===== config.mk =====
export PLATFORM = sky130hd
export DESIGN_NAME = lspc_irq_ctrl
export DESIGN_NICKNAME = d
export VERILOG_FILES = /design/src/rtl/lspc_irq_ctrl.sv
export SDC_FILE = /design/constraint.sdc
export NUM_CORES = 1
export LEC_CHECK = 0
export CORE_AREA = 10 10 47 49
export DETAILED_ROUTE_END_ITERATION = 7
export DIE_AREA = 0 0 57 59
export GPL_ROUTABILITY_DRIVEN = 0
export HOLD_SLACK_MARGIN = 0.08
export PLACE_DENSITY_LB_ADDON = 0.12
export SLEW_MARGIN = 20
export SYNTH_ARGS = -nofsm -noshare
export SYNTH_HDL_FRONTEND = slang
export SYNTH_SLANG_ARGS = --single-unit

===== constraint.sdc =====
create_clock -name CLK_24M -period 1.4 [get_ports CLK_24M]
set_input_delay 0.14 -clock CLK_24M [delete_from_list [all_inputs] [get_ports CLK_24M]]
set_output_delay 0.14 -clock CLK_24M [all_outputs]
set_load 0.05 [all_outputs]

===== src/rtl/lspc_irq_ctrl.sv =====
// -----------------------------------------------------------------------------
// lspc_irq_ctrl
//
// Interrupt controller that sits downstream of lspc_timer. It merges three
// interrupt sources into pending flags:
//   - the timer IRQ level from lspc_timer,
//   - the vertical-blank IRQ level from the raster logic,
//   - a one-shot cold-boot IRQ raised on reset release.
// It drives the 68K active-low interrupt priority level with a fixed priority
// of boot (level 3) > timer (level 2) > VBL (level 1).
//
// Parameters
//   SYNC_STAGES  synchroniser depth for TIMER_IRQ and VBL_IRQ (2..3)
//   BOOT_IRQ_EN  1 = boot flag is raised on reset release, 0 = never raised
//
// Ports
//   CLK_24M      in   1  system clock, all state on its rising edge
//   RESET        in   1  asynchronous, active-high reset
//   TIMER_IRQ    in   1  timer IRQ level, asynchronous to CLK_24M
//   VBL_IRQ      in   1  vertical-blank IRQ level, asynchronous to CLK_24M
//   WR_IRQ_ACK   in   1  one-cycle write strobe for the acknowledge register
//   M68K_DATA    in   3  ack mask: bit0 boot, bit1 timer, bit2 VBL
//   nIPL         out  3  68K interrupt priority level, active low
//   IRQ_PENDING  out  3  pending flags {vbl, timer, boot}
//   IRQ_MISSED   out  3  sticky overrun flags, same bit order as IRQ_PENDING
// -----------------------------------------------------------------------------
module lspc_irq_ctrl #(
    parameter int SYNC_STAGES = 2,
    parameter bit BOOT_IRQ_EN = 1'b1
) (
    input  logic       CLK_24M,
    input  logic       RESET,
    input  logic       TIMER_IRQ,
    input  logic       VBL_IRQ,
    input  logic       WR_IRQ_ACK,
    input  logic [2:0] M68K_DATA,
    output logic [2:0] nIPL,
    output logic [2:0] IRQ_PENDING,
    output logic [2:0] IRQ_MISSED
);

    logic [SYNC_STAGES-1:0] timerSync_q;
    logic [SYNC_STAGES-1:0] vblSync_q;
    logic                   timerPrev_q;
    logic                   vblPrev_q;
    logic                   bootDone_q;
    logic [2:0]             pend_q;
    logic [2:0]             pend_d;
    logic [2:0]             missed_q;
    logic [2:0]             missed_d;
    logic [2:0]             nIpl_q;
    logic [2:0]             nIpl_d;
    logic [2:0]             setPulse;
    logic [2:0]             ackMask;
    logic [2:0]             level;

    // Synchronisers for the two asynchronous levels, plus a one-flop history
    // of the synchronised value used by the rising-edge detectors. bootDone_q
    // marks that the first edge after reset release has already passed, so
    // the boot flag is raised exactly once per reset.
    always_ff @(posedge CLK_24M or posedge RESET) begin
        if (RESET) begin
            timerSync_q <= '0;
            vblSync_q   <= '0;
            timerPrev_q <= 1'b0;
            vblPrev_q   <= 1'b0;
            bootDone_q  <= 1'b0;
        end else begin
            timerSync_q <= {timerSync_q[SYNC_STAGES-2:0], TIMER_IRQ};
            vblSync_q   <= {vblSync_q[SYNC_STAGES-2:0], VBL_IRQ};
            timerPrev_q <= timerSync_q[SYNC_STAGES-1];
            vblPrev_q   <= vblSync_q[SYNC_STAGES-1];
            bootDone_q  <= 1'b1;
        end
    end

    // Flag update. A set pulse always wins over an ack of the same bit so a
    // new event is never lost; the overrun flag is only raised when a set
    // lands on a bit that is already pending and is not being acked, and any
    // ack of a bit clears its overrun flag. The priority encode looks at the
    // current pending flags, so nIPL follows pend one edge later.
    always_comb begin
        ackMask  = WR_IRQ_ACK ? M68K_DATA : 3'b000;
        setPulse = {vblSync_q[SYNC_STAGES-1] & ~vblPrev_q,
                    timerSync_q[SYNC_STAGES-1] & ~timerPrev_q,
                    ~bootDone_q & BOOT_IRQ_EN};
        pend_d   = setPulse | (pend_q & ~ackMask);
        missed_d = (missed_q | (setPulse & pend_q)) & ~ackMask;
        level    = 3'd0;
        if (pend_q[0]) begin
            level = 3'd3;
        end else if (pend_q[1]) begin
            level = 3'd2;
        end else if (pend_q[2]) begin
            level = 3'd1;
        end
        nIpl_d = ~level;
    end

    // All outputs come straight from flops so nIPL can never glitch through
    // an intermediate code while the pending flags change.
    always_ff @(posedge CLK_24M or posedge RESET) begin
        if (RESET) begin
            pend_q   <= 3'b000;
            missed_q <= 3'b000;
            nIpl_q   <= 3'b111;
        end else begin
            pend_q   <= pend_d;
            missed_q <= missed_d;
            nIpl_q   <= nIpl_d;
        end
    end

    assign nIPL        = nIpl_q;
    assign IRQ_PENDING = pend_q;
    assign IRQ_MISSED  = missed_q;

endmodule


After elaboration in Yosys (flattened, before gate mapping)
Index checks and enable logic that the tools add are counted.
{"block": "op_classes", "add_sub_neg": 0, "multipliers": 0, "div": 0, "magnitude_cmp": 0, "n_eq_ne": 0, "shifts": 0, "muxes": 4, "bitwise": 12, "reduce_logical": 0}
{"operator": "AND 3 bit", "count": 3}
{"operator": "2-to-1 mux 3 bit", "count": 2}
{"operator": "NOT 3 bit", "count": 2}
{"operator": "OR 3 bit", "count": 2}
{"operator": "NOT 1 bit", "count": 3}
{"operator": "AND 1 bit", "count": 2}
{"operator": "2-to-1 mux 2 bit", "count": 1}
{"operator": "2-to-1 mux 1 bit", "count": 1}
{"block": "totals", "ff_bits": 16, "latch_bits": 0, "ram_bits": 0, "romBits": 0, "out_inout_bits": 9, "memories": 0}

Depth between registers and ports, before layout
{"block": "logic_depth", "depth_word": 5, "depth_mapped": 2}

Least setup slack after synthesis
Ideal clock, no wire load.
{"block": "synth_timing", "path_kind": "register to register", "from": "reg pend_q[2], in the netlist IRQ_PENDING[2]", "to": "reg missed_q[2], in the netlist IRQ_MISSED[2]", "setup_ns": 0.119, "t_arrival_ns": 0.971, "required_time_ns": 1.281, "setup_slack_ns": 0.310, "path_stages_with_launch": 3, "n_path_buf": 0, "period_less_slack_ns": 1.090, "cell_sequence": "dfrtp_1 and3b_1 o21a_1"}
{"block": "synth_via", "elab_chain_cells": 3}
{"element": "start: declaration", "line_no": "47", "source": "logic [2:0] pend_q;"}
{"element": "start signal: assignment", "line_no": "108", "source": "pend_q <= pend_d;"}
{"element": "AND 3 bit", "line_no": "88", "source": "missed_d = (missed_q | (setPulse & pend_q)) & ~ackMask;"}
{"element": "OR 3 bit", "line_no": "88"}
{"element": "AND 3 bit", "line_no": "88"}
{"element": "net missed_d[2]", "line_no": "50", "source": "logic [2:0] missed_d;"}
{"element": "end signal: assignment", "line_no": "109", "source": "missed_q <= missed_d;"}
{"element": "end: declaration", "line_no": "49", "source": "logic [2:0] missed_q;"}
The timed path passes the listed nets, and every way through them passes these cells.

Final worst setup path
{"block": "layout_timing", "from": "reg nIpl_q[1], in the netlist nIPL[1]", "to": "out nIPL[1]"}
{"element": "start: declaration", "line_no": "51", "source": "logic [2:0] nIpl_q;"}
{"element": "start signal: assignment", "line_no": "110", "source": "nIpl_q <= nIpl_d;"}
{"element": "end: declaration", "line_no": "37", "source": "output logic [2:0] nIPL,"}
No word-level cell between the ends.

==> impl_metrics.json <==
{
  "num_vias": 311,
  "antenna_found_initial": 0,
  "maxCapViolCount": 0,
  "clk_pin_slew_ns": 0.08,
  "p_leak_uw": 0.000366,
  "p_per_area_nw_per_um2": 1270,
  "routed_wl_um": 930,
  "routedWlPerCell_um": 13.3,
  "slew_headroom_pct": 64.5,
  "max_freq_ghz": 0.912,
  "die_area_um2": 3360,
  "synth_edf_count": 0,
  "synth_cell_type_count": 14,
  "clock_tree.root_cell": "clkbuf_4",
  "multiInputGateArea_um2": 109,
  "postSynthCellCount": 35,
  "switching_power_uw": 281,
  "yosysWarnings": 0,
  "critical_path_class": "reg2out",
  "hold_class": "in2async",
  "crit_buf_inv": 1,
  "end_kind": "primary output",
  "clk-insertion-delay-late_ns": 0.27,
  "tightest_slew_ns": 0.533,
  "p_clk_share_pct": 23.4,
  "finalCritPeriodShare_pct": 78.3,
  "cts_sinks": 15,
  "yosys_most_used_dff": "dfrtp_1",
  "cp_cell_sequence": "buf_12",
  "fp.dieH_um": 59,
  "cts_made_buffers": 3,
  "finalClockSkew_ns": 0.00157,
  "seqPwrFrac_pct": 51.1,
  "fillers": 129,
  "dr.pass1.iters": 2,
  "cpLargestDelayFamily": "flip-flops",
  "grt_pass1_wl_mm": 1.53,
  "io_pins": 17,
  "num_rows": 14,
  "yosys.area.top_type": "dfrtp_1",
  "ir_drop_mv": 0.746,
  "drive_gt1_share_pct": 27.8,
  "status": "finished, final reports clean",
  "synth.area.top_cells": "dfrtp_1 (64%), dfstp_2 (10%), a22o_1 (3.5%)",
  "synth-seq-area-share_pct": 74.8,
  "ys_ff_latch": 15,
  "setup_viol": 0,
  "cp-start-kind": "flop",
  "slowest_delay_ns": 0.55,
  "cp_slowest_cell": "dfstp_2",
  "timing.final.max_slew_violations": 0,
  "start_util_pct": 36.1,
  "drt_iter0_markers": 5,
  "tns_ns": 0,
  "regArea_um2": 378,
  "combPwrFrac_pct": 25.5,
  "areaGrowthSynthToFinish_pct": 54.0,
  "ys_top_cells_by_count": "dfrtp_1 (13), inv_1 (4), nand2_1 (3)",
  "required_ns": 1.26,
  "die_w_um": 57,
  "post_cts_resized": 0,
  "ctsHoldBuffers": 0,
  "ant_nets": 0,
  "swShare_pct": 28.4,
  "period_needed_ns": 1.10,
  "hold_viol": 0,
  "yosysMostFrequentCell": "dfrtp_1",
  "intPower_uw": 708,
  "clock_path_buffers": 2,
  "core-area_um2": 1400,
  "grt.total_usage_pct": 5.99,
  "cts_tree": "yes",
  "rsz0062_at_grt": "false",
  "drc": 0,
  "n_antenna_cell": 0,
  "post_cts_buffers": 0,
  "netlist_area_um2": 505,
  "finish.utilization_pct": 55.5,
  "grt_pass1_vias": 346,
  "portBuffers": 15,
  "vias_per_cell": 4.44,
  "grt_max_degree": 16,
  "dp_hpwl_um": 783,
  "nets": 63,
  "synth_area_per_cell_um2": 14.4,
  "htree_levels": 1,
  "grt_overflow": 0,
  "netlist.area_leader.share_pct": 64.4,
  "path_max_fanout": 1,
  "cp_data_arrival_time_ns": 0.96,
  "async_flop_share_pct": 100
}
==> area by class of cell <==
| cell class | instances | share of cell area [%] |
|---|---|---|
| Sequential cell | 15 | 48.6 |
| Timing Repair Buffer | 15 | 29.6 |
| Tap cell | 16 | 2.57 |
| Clock buffer | 4 | 3.38 |
| Multi-Input combinational cell | 16 | 14.0 |
| Inverter | 4 | 1.93 |
==> state kept, by name, summed over array words and instances (netlist names) <==
register     cells
IRQ_MISSED       3
IRQ_PENDING      3
bootDone_q       1
nIPL             2
timerPrev_q      1
timerSync_q      2
vblPrev_q        1
vblSync_q        2
==> power groups by stage <==
stage / Sequential (µW) / Clock (µW) / Combinational, µW
final: 505 / 231 / 252
after global routing: 510 / 269 / 263
after CTS: 506 / 243 / 256
after detailed placement: 514 / 0 / 256
after global placement: 512 / 0 / 252
after floorplan: 579 / 0 / 46.6
==> kinds of logic after synthesis <==
family	share of synthesized area, %
flops	74.8
compound gates	12.4
buf+inv	4.46
other cells	0.742
simple gates	7.67
==> final timing paths <==
| check | startpoint | end | slack [ns] | cells past startpoint |
|---|---|---|---|---|
| worst max-delay path | nIPL[1] | nIPL[1] | 0.30 | 1 |
| worst min-delay path | RESET | IRQ_PENDING[2] | 0.20 | 2 |
| worst max register to register | IRQ_PENDING[1] | IRQ_MISSED[1] | 0.49 | 2 |
| worst min register to register | timerSync_q[0] | timerSync_q[1] | 0.35 | 0 |
| max in group asynchronous | RESET | nIPL[1] | 0.83 | 2 |
| min in group CLK_24M | TIMER_IRQ | timerSync_q[0] | 0.30 | 1 |
==> placed cells by master, fill, tap and decap left out, types with 3 or more instances in the layout <==
cell type        count
buf_12               8
clkdlybuf4s50_1      7
dfrtp_1             13
inv_1                4
nand2_1              3
clkbuf_4             3
==> routing by layer <==
layer | track usage, % | vias to the layer above | routed length [µm]
met2 | 9.30 | 11 | 482
met5 | 0 | - | 0
li1 | - | 148 | -
met3 | 2.79 | 0 | 82
met1 | 6.00 | 152 | 366
met4 | 5.03 | 0 | 0
==> metrics by stage <==
stage          setup WS, ns  area [µm²]  total power (µW)  instances  hold slack [ns]
2_1_floorplan         0.310         509               626         36           0.0400
3_3_place_gp          0.308         752               764         66            0.335
3_5_place_dp          0.296         752               771         66            0.336
4_1_cts               0.290         778              1010         70            0.219
5_1_grt               0.262         778              1040         70            0.235
6_report              0.304         778               988         70            0.204
No activity file was read; power rests on OpenSTA's default activity.
